$ cat config.mk
export PLATFORM = sky130hd
export DESIGN_NAME = rotary_decoder
export DESIGN_NICKNAME = d
export VERILOG_FILES = /design/src/rtl/rotary_decoder_pkg.sv /design/src/rtl/rotary_decoder_debounce_sync.sv /design/src/rtl/rotary_decoder.sv
export SDC_FILE = /design/constraint.sdc
export NUM_CORES = 1
export LEC_CHECK = 0
export ABC_AREA = 0
export BUFFER_PORTS_ARGS = -buffer_cell sky130_fd_sc_hd__buf_2
export CAP_MARGIN = 20
export CORE_MARGIN = 8
export CORE_UTILIZATION = 40
export CTS_BUF_LIST = sky130_fd_sc_hd__clkbuf_4 sky130_fd_sc_hd__clkbuf_8 sky130_fd_sc_hd__clkbuf_16
export CTS_CLUSTER_DIAMETER = 50
export DETAILED_ROUTE_END_ITERATION = 8
export PLACE_DENSITY = 0.52
export SYNTH_ARGS = -nofsm -noshare
export SYNTH_HDL_FRONTEND = slang
export SYNTH_HIERARCHICAL = 1
export SYNTH_SLANG_ARGS = --single-unit
$ cat constraint.sdc
create_clock -name clk -period 4 [get_ports clk]
set_input_delay 0.2 -clock clk [delete_from_list [all_inputs] [get_ports clk]]
set_output_delay 0.2 -clock clk [all_outputs]
set_load 0.05 [all_outputs]
$ cat src/rtl/rotary_decoder_pkg.sv
// Shared quadrature encoding for the rotary decoder: Gray-code AB states,
// the detent state and the per-cycle direction classification.
package rotary_decoder_pkg;

  localparam logic [1:0] AB_00 = 2'b00;
  localparam logic [1:0] AB_01 = 2'b01;
  localparam logic [1:0] AB_11 = 2'b11;
  localparam logic [1:0] AB_10 = 2'b10;

  localparam logic [1:0] DETENT_AB = AB_00;

  typedef enum logic [1:0] {
    DIR_NONE    = 2'd0,
    DIR_CW      = 2'd1,
    DIR_CCW     = 2'd2,
    DIR_ILLEGAL = 2'd3
  } dir_e;

  // Clockwise successor in the Gray sequence 00->01->11->10->00.
  function automatic logic [1:0] cw_next(input logic [1:0] ab);
    return {ab[0], ~ab[1]};
  endfunction

  function automatic dir_e quad_dir(input logic [1:0] prev_ab, input logic [1:0] cur_ab);
    dir_e dir;
    if (prev_ab == cur_ab) begin
      dir = DIR_NONE;
    end else if ((prev_ab ^ cur_ab) == 2'b11) begin
      dir = DIR_ILLEGAL;
    end else if (cw_next(prev_ab) == cur_ab) begin
      dir = DIR_CW;
    end else begin
      dir = DIR_CCW;
    end
    return dir;
  endfunction

endpackage

$ cat src/rtl/rotary_decoder_debounce_sync.sv
// Two-flop synchronizer followed by a stability-count debouncer: the output
// level follows the input only after it has disagreed for DEBOUNCE_CYCLES cycles.
module debounce_sync #(
  parameter int DEBOUNCE_CYCLES = 5000
) (
  input  logic clk,
  input  logic reset,
  input  logic raw_i,
  output logic level_o
);

  localparam int CNT_W = (DEBOUNCE_CYCLES < 2) ? 1 : $clog2(DEBOUNCE_CYCLES + 1);
  localparam logic [CNT_W-1:0] CNT_LAST = CNT_W'(DEBOUNCE_CYCLES - 1);

  logic             sync1_q;
  logic             sync2_q;
  logic             level_q;
  logic             level_d;
  logic [CNT_W-1:0] cnt_q;
  logic [CNT_W-1:0] cnt_d;

  // Any cycle where the synchronized input agrees with the level restarts the count.
  always_comb begin
    level_d = level_q;
    cnt_d   = '0;
    if (sync2_q != level_q) begin
      if (cnt_q == CNT_LAST) begin
        level_d = sync2_q;
      end else begin
        cnt_d = cnt_q + 1'b1;
      end
    end
  end

  always_ff @(posedge clk or negedge reset) begin
    if (!reset) begin
      sync1_q <= 1'b0;
      sync2_q <= 1'b0;
      level_q <= 1'b0;
      cnt_q   <= '0;
    end else begin
      sync1_q <= raw_i;
      sync2_q <= sync1_q;
      level_q <= level_d;
      cnt_q   <= cnt_d;
    end
  end

  assign level_o = level_q;

endmodule

$ cat src/rtl/rotary_decoder.sv
// Rotary encoder front end: debounced quadrature turned into one-cycle detent
// pulses, plus a debounced push-button press pulse and an illegal-jump pulse.
module rotary_decoder
  import rotary_decoder_pkg::*;
#(
  parameter int DEBOUNCE_CYCLES = 5000,
  parameter int DETENT_STEPS    = 4
) (
  input  logic clk,
  input  logic reset,
  input  logic rotA,
  input  logic rotB,
  input  logic rotPush,
  output logic inc,
  output logic dec,
  output logic press,
  output logic err
);

  localparam int Q_W = $clog2(DETENT_STEPS + 1) + 1;
  localparam logic signed [Q_W-1:0] Q_MAX  = Q_W'(DETENT_STEPS);
  localparam logic signed [Q_W-1:0] Q_MIN  = Q_W'(-DETENT_STEPS);
  localparam logic signed [Q_W-1:0] Q_ONE  = Q_W'(1);
  localparam logic signed [Q_W-1:0] Q_ZERO = '0;

  logic deb_a;
  logic deb_b;
  logic deb_push;

  debounce_sync #(.DEBOUNCE_CYCLES(DEBOUNCE_CYCLES)) u_deb_a (
    .clk     (clk),
    .reset   (reset),
    .raw_i   (rotA),
    .level_o (deb_a)
  );

  debounce_sync #(.DEBOUNCE_CYCLES(DEBOUNCE_CYCLES)) u_deb_b (
    .clk     (clk),
    .reset   (reset),
    .raw_i   (rotB),
    .level_o (deb_b)
  );

  debounce_sync #(.DEBOUNCE_CYCLES(DEBOUNCE_CYCLES)) u_deb_push (
    .clk     (clk),
    .reset   (reset),
    .raw_i   (rotPush),
    .level_o (deb_push)
  );

  logic [1:0]           ab_cur;
  logic [1:0]           ab_q;
  logic signed [Q_W-1:0] q_q;
  logic signed [Q_W-1:0] q_d;
  logic signed [Q_W-1:0] q_step;
  dir_e                 dir;
  logic                 detent_arrive;
  logic                 inc_pend_q, inc_pend_d;
  logic                 dec_pend_q, dec_pend_d;
  logic                 err_pend_q, err_pend_d;
  logic                 push_prev_q;
  logic                 inc_q, dec_q, press_q, err_q;
  logic                 press_d;

  assign ab_cur = {deb_a, deb_b};

  // Quarter steps saturate; landing on the detent decides the pulse and
  // clears the count. Detent pulses are staged once more before the output.
  always_comb begin
    dir           = quad_dir(ab_q, ab_cur);
    q_step        = q_q;
    detent_arrive = 1'b0;
    q_d           = q_q;
    inc_pend_d    = 1'b0;
    dec_pend_d    = 1'b0;
    err_pend_d    = 1'b0;
    press_d       = deb_push & ~push_prev_q;

    case (dir)
      DIR_CW:      if (q_q < Q_MAX) q_step = q_q + Q_ONE;
      DIR_CCW:     if (q_q > Q_MIN) q_step = q_q - Q_ONE;
      DIR_ILLEGAL: err_pend_d = 1'b1;
      default:     q_step = q_q;
    endcase

    detent_arrive = (dir != DIR_NONE) && (ab_cur == DETENT_AB);
    if (detent_arrive) begin
      q_d        = Q_ZERO;
      inc_pend_d = (dir == DIR_CW)  && (q_step == Q_MAX);
      dec_pend_d = (dir == DIR_CCW) && (q_step == Q_MIN);
    end else begin
      q_d = q_step;
    end
  end

  always_ff @(posedge clk or negedge reset) begin
    if (!reset) begin
      ab_q        <= DETENT_AB;
      q_q         <= Q_ZERO;
      inc_pend_q  <= 1'b0;
      dec_pend_q  <= 1'b0;
      err_pend_q  <= 1'b0;
      push_prev_q <= 1'b0;
      inc_q       <= 1'b0;
      dec_q       <= 1'b0;
      press_q     <= 1'b0;
      err_q       <= 1'b0;
    end else begin
      ab_q        <= ab_cur;
      q_q         <= q_d;
      inc_pend_q  <= inc_pend_d;
      dec_pend_q  <= dec_pend_d;
      err_pend_q  <= err_pend_d;
      push_prev_q <= deb_push;
      inc_q       <= inc_pend_q;
      dec_q       <= dec_pend_q;
      press_q     <= press_d;
      err_q       <= err_pend_q;
    end
  end

  assign inc   = inc_q;
  assign dec   = dec_q;
  assign press = press_q;
  assign err   = err_q;

endmodule

==> results of run 1 <==
[timing repair]
item                                   4_1_cts  5_1_grt
endpoints found under the hold margin        3        0
hold buffers                                 3        0
resized for setup                            0        0
[flip-flops by register name, indices dropped and copies added (netlist names), 2 cells and up]
signal,flops
ab_q,2
q_q,4
u_deb_push/cnt_q,13
u_deb_b/cnt_q,13
u_deb_a/cnt_q,13
[worst paths after layout]
kind,slack (ns),start,to,depth (start not counted)
worst min register to register,0.35,u_deb_a/sync1_q,u_deb_a/sync2_q,0
min in group clk,0.35,u_deb_a/sync1_q,u_deb_a/sync2_q,0
max in group asynchronous,3.45,reset,u_deb_b/cnt_q[0],2
worst max-delay path,1.41,ab_q[1],dec_pend_q,9
worst max register to register,1.41,ab_q[1],dec_pend_q,9
worst min-delay path,0.009,reset,q_q[1],2
[critical path, cell delays in order, from the launching register on]
cell and delay, ns:
dfrtp_1 0.47, nor2b_1 0.16, o21ai_0 0.16, o21a_1 0.16
inv_1 0.05, ha_1 0.35, nand2b_1 0.21, o311ai_0 0.44
o211ai_1 0.20, nor4_1 0.28
[kinds of logic (layout without fill, tap and decap cells)]
| kind of cell | count (synthesis) | count (layout) | synth area share [%] |
|---|---|---|---|
| XOR/XNOR | 38 | 38 | 11.42 |
| AO/OA/AOI/OAI | 17 | 17 | 4.422 |
| flip-flops | 62 | 62 | 53.24 |
| AND/OR/NAND/NOR | 125 | 125 | 21.73 |
| adder cells (fa/ha/maj) | 8 | 8 | 3.435 |
| multiplexers | 6 | 6 | 2.748 |
| buffers and inverters | 17 | 41 | 3.005 |
[cell usage in the layout (no fill, tap or decap), types with 2 or more instances in the layout]
| cell type | instances |
|---|---|
| dfrtp_1 | 62 |
| nor2_1 | 47 |
| xnor2_1 | 26 |
| nor3_1 | 15 |
| nand2_1 | 14 |
| inv_1 | 13 |
| xor2_1 | 12 |
| clkbuf_8 | 9 |
| nand4_1 | 9 |
| ha_1 | 8 |
| buf_2 | 8 |
| nand3_1 | 7 |
| nand2b_1 | 5 |
| nor4_1 | 5 |
| clkinv_2 | 5 |
| nor2b_1 | 4 |
| mux2_4 | 4 |
| a221o_1 | 3 |
| a211oi_1 | 3 |
| dlygate4sd3_1 | 3 |
| or4b_1 | 3 |
| or3_1 | 3 |
| or4_4 | 3 |
| nand2_2 | 3 |
| and2_1 | 3 |
| and3_2 | 3 |
| o211ai_1 | 2 |
| o21a_1 | 2 |
| mux2i_1 | 2 |
| o21ai_0 | 2 |
[metrics by stage]
stage / utilization, % / setup WS, ns / instances / instance area (um^2) / hold WS, ns
floorplan: - / 1.750 / 273 / 2914 / -0.09559
global placement: 42.69 / 1.614 / 377 / 3047 / 0.3076
detailed placement: 42.69 / 1.454 / 377 / 3047 / 0.3094
CTS: 45.42 / 1.426 / 396 / 3242 / 0.04920
global route: 45.42 / 1.202 / 396 / 3242 / 0.08367
finish: 45.42 / 1.408 / 396 / 3242 / 0.008956
[area by class of cell]
| type | instances | area (um^2) |
|---|---|---|
| multi-input cells | 194 | 1275 |
| fillers | 694 | 3895 |
| well taps | 99 | 123.9 |
| flip-flops and latches | 62 | 1551 |
| clock inverters | 7 | 41.29 |
| clock buffers | 9 | 123.9 |
| inverters | 13 | 48.80 |
| repair buffers | 12 | 77.57 |
[power breakdown]
group / internal [mW] / switching [mW]
sequential: 0.637 / 0.00697
combinational: 0.0128 / 0.0244
clock: 0.220 / 0.249
[metal layers]
layer	track usage, %	vias up
met5	0	-
met4	5.498	0
met3	3.711	9
met2	15.59	15
met1	13.18	902
li1	-	966
==> metrics.cfg, run 1 <==
[status]
status=complete, no violations

[timing]
period_needed_ns=2.592
hold_viol=0
setup_viol_count_final=0
period_share_pct=64.80
finClkSkew_ns=0.009274
rsz0062_at_grt=false
worst_slew_pin_slew_ns=0.7845
finalSetupTns_ns=0
slew_violations=0
max_freq_mhz=385.8
relSlewSlack_pct=47.70

[routing]
drt-total-wl_mm=4.740
wl_met2_mm=2.108
avgViaCountPerCell=4.778
drc=0
drt_iter0_drc=61
dr.pass1.iters=5
antenna_left=0
vias=1892
drt-met1-wl_mm=2.418
dr.max_layer_used=met4
routedWlPerCell_um=11.97
met3WireLength_um=130

[min_path]
min_path_type=input port to async pin

[die]
io-pin-count=9
dieArea_mm2=0.01027
core_mm2=0.007137
rows=31
die_y_um=101.4
die_x_um=101.4
start_util_pct=40.83

[clock_tree]
clk_latency_ns=0.34
cts.clk_slew.worst_paths_ns=0.07
htree_levels=3
clock_path_buffers=2
cts_tree=built
cts.sinks=62
clockRootBuffer=clkbuf_8
numCtsBuffers=9
postCtsSetupBuffers=0

[placement]
gp_congestion=0.8304
port_buffers=8
dp_hpwl_mm=3.049

[final_layout]
area_growth_pct=11.25
drive_above_1_share_pct=12.79
n_antenna_cell=0
nets=305

[synth]
yosysMostFrequentCell=dfrtp_1
synthTopCellsByCount=dfrtp_1, nor2_1, xnor2_1, nor3_1, nand2_1
synth_top_area_share_pct=53.24
ys_ff_latch=62
syn_inst=273
synthTopCellsByArea=dfrtp_1, xnor2_1, nor2_1
synthFlopType=dfrtp_1
syn_area_per_cell_um2=10.67
synth_edf_count=0
synth.distinct_cells=34
yosys_warnings=6
synth_top_cell_by_area=dfrtp_1
syn_area_mm2=0.002914
seq_area_frac_synth_pct=53.24
syn-num-nets=286
async_reset_ff_share_pct=100.0

[worst_setup_path]
worst_setup_path_end_kind=flop
cp_max_fo=8
cp.arrival_ns=2.82
crit_type=flop to flop
critPathLaunchType=flop
critPathRequiredTime_ns=4.23

[global_route]
globalRouteTotalUtil_pct=10.52
grt_pass1_wl_mm=8.404
grt_max_degree=63
antenna_found_initial=0
grt_pass1_vias=1834
overflow=0

[job]
cap_violations=0

[pwr]
vdd_drop_max_mv=0.2084
powerDensity_mw_per_mm2=354.6
leakage_nw=1.422
power.total_mw=1.150

No activity file was read; power rests on OpenSTA's default activity.
==> inputs of run 2 (changes only) <==
PLACE_DENSITY = 0.54   (was 0.52)
clock period = 2.2 ns   (was 4 ns; I/O delays follow)
==> metrics.cfg, run 2 (synthesis results as in run 1) <==
[status]
status=complete, no violations

[routing]
routedWlPerCell_um=12.48
drc=0
drt_iter0_drc=50
drt-total-wl_mm=5.066
vias=1929
antenna_left=0
avgViaCountPerCell=4.751
dr.pass1.iters=4

[worst_setup_path]
crit_type=flop to flop
critPathLaunchType=flop
worst_r2r_startpoint=ab_q[1]
critPathRequiredTime_ns=2.44
rr_endpoint=dec_pend_q
cp_max_fo=6
rrSetupSlack_ns=0.02
r2r_cells=7
worst_setup_path_end_kind=flop
cp.arrival_ns=2.42

[clock_tree]
clk_latency_ns=0.33
cts.clk_slew.worst_paths_ns=0.07
numCtsBuffers=9
cts_tree=built
clockRootBuffer=clkbuf_8
cts.sinks=62
htree_levels=3
clock_path_buffers=2

[global_route]
grt_max_degree=63
antenna_found_initial=0
globalRouteTotalUtil_pct=11.27
grt_pass1_vias=1930
grt_pass1_wl_mm=8.949
overflow=0

[timing]
max_freq_mhz=458.1
period_needed_ns=2.183
finalSetupTns_ns=0
finClkSkew_ns=0.005166
hold_viol=0
period_share_pct=99.23
rsz0062_at_grt=true
setup_viol_count_final=0
relSlewSlack_pct=49.20
slew_violations=0
fin_hold_ws_ns=0.3497
worst_slew_pin_slew_ns=0.7620

[final_layout]
nets=315
drive_above_1_share_pct=17.59
n_antenna_cell=0
final_cell_mix=dfrtp_1, nor2_1, xnor2_1, nor3_1, nand2_1
final_common_cell=dfrtp_1
area_growth_pct=17.30
reg.largest.list=u_deb_a/cnt_q: 13 flops, u_deb_b/cnt_q: 13 flops, u_deb_push/cnt_q: 13 flops

[pwr]
powerDensity_mw_per_mm2=687.3
leakage_nw=1.506
vdd_drop_max_mv=0.2990

[die]
rows=31
dieArea_mm2=0.01027
die_y_um=101.4
start_util_pct=40.83
io-pin-count=9
core_mm2=0.007137
die_x_um=101.4

[min_path]
min_path_type=flop to flop
hp-start=err_pend_q
worstHoldEndpoint=err
holdPathStages=0

[placement]
dp_hpwl_mm=3.287
port_buffers=8
gp_congestion=0.8868

[job]
cap_violations=0

[run 2: repair_timing]
item | 4_1_cts | 5_1_grt
setup endpoints to repair | 2 | 2
hold endpoints to repair | 65 | 0
pin swaps | 1 | 0
hold buffers | 4 | 0
gates resized for setup | 3 | 4
setup buffers | 2 | 0
[run 2: final cells by class]
| type | count | area (um^2) |
|---|---|---|
| Sequential cell | 62 | 1553 |
| Tap cell | 99 | 123.9 |
| Inverter | 13 | 48.80 |
| Multi-Input combinational cell | 194 | 1315 |
| Clock buffer | 10 | 137.6 |
| Timing Repair Buffer | 22 | 155.1 |
| Clock inverter | 6 | 85.08 |
| Fill cell | 703 | 3719 |
[run 2: critical path, cell delays in order, from the launching register on]
cell and delay [ns]:
dfrtp_2 0.43, buf_4 0.15, o211ai_1 0.17, o21a_1 0.21
ha_4 0.23, a31o_1 0.22, a221o_1 0.41, nor4_2 0.27
[run 2: per-layer routing]
| layer | vias to the layer above | global-route usage (%) | part of all wire, % |
|---|---|---|---|
| li1 | 984 | - | - |
| met1 | 924 | 14.15 | 50 |
| met2 | 17 | 16.60 | 45 |
| met3 | 4 | 3.849 | 3.5 |
| met4 | 0 | 6.300 | 1.0 |
| met5 | - | 0 | 0 |
[run 2: through the flow]
stage / power [mW] / util (%) / setup slack [ns] / cells / area, um^2
floorplan: 1.228 / - / 0.03951 / 273 / 2927
global route: 2.452 / 47.90 / -0.1407 / 406 / 3418
CTS: 2.387 / 47.62 / 0.005024 / 406 / 3398
detailed placement: 1.261 / 43.60 / -0.05337 / 384 / 3112
global placement: 1.260 / 43.60 / 0.02362 / 384 / 3112
finish: 2.349 / 47.90 / 0.01688 / 406 / 3418
[run 2: how the worst max path moves through the flow]
stage | endpoint | start | slack [ns]
after CTS | inc_pend_q | ab_q[1] | 0.005
final | dec_pend_q | ab_q[1] | 0.02
after detailed placement | inc_pend_q | ab_q[1] | -0.05
after global routing | dec_pend_q | ab_q[1] | -0.14
after global placement | inc_pend_q | ab_q[1] | 0.02
after floorplan | dec_pend_q | ab_q[1] | 0.04
[run 2: report_power, final]
group / switching, mW / internal [mW]
Sequential: 0.0134 / 1.16
Combinational: 0.0450 / 0.0249
Clock: 0.443 / 0.664
Total: 0.502 / 1.85
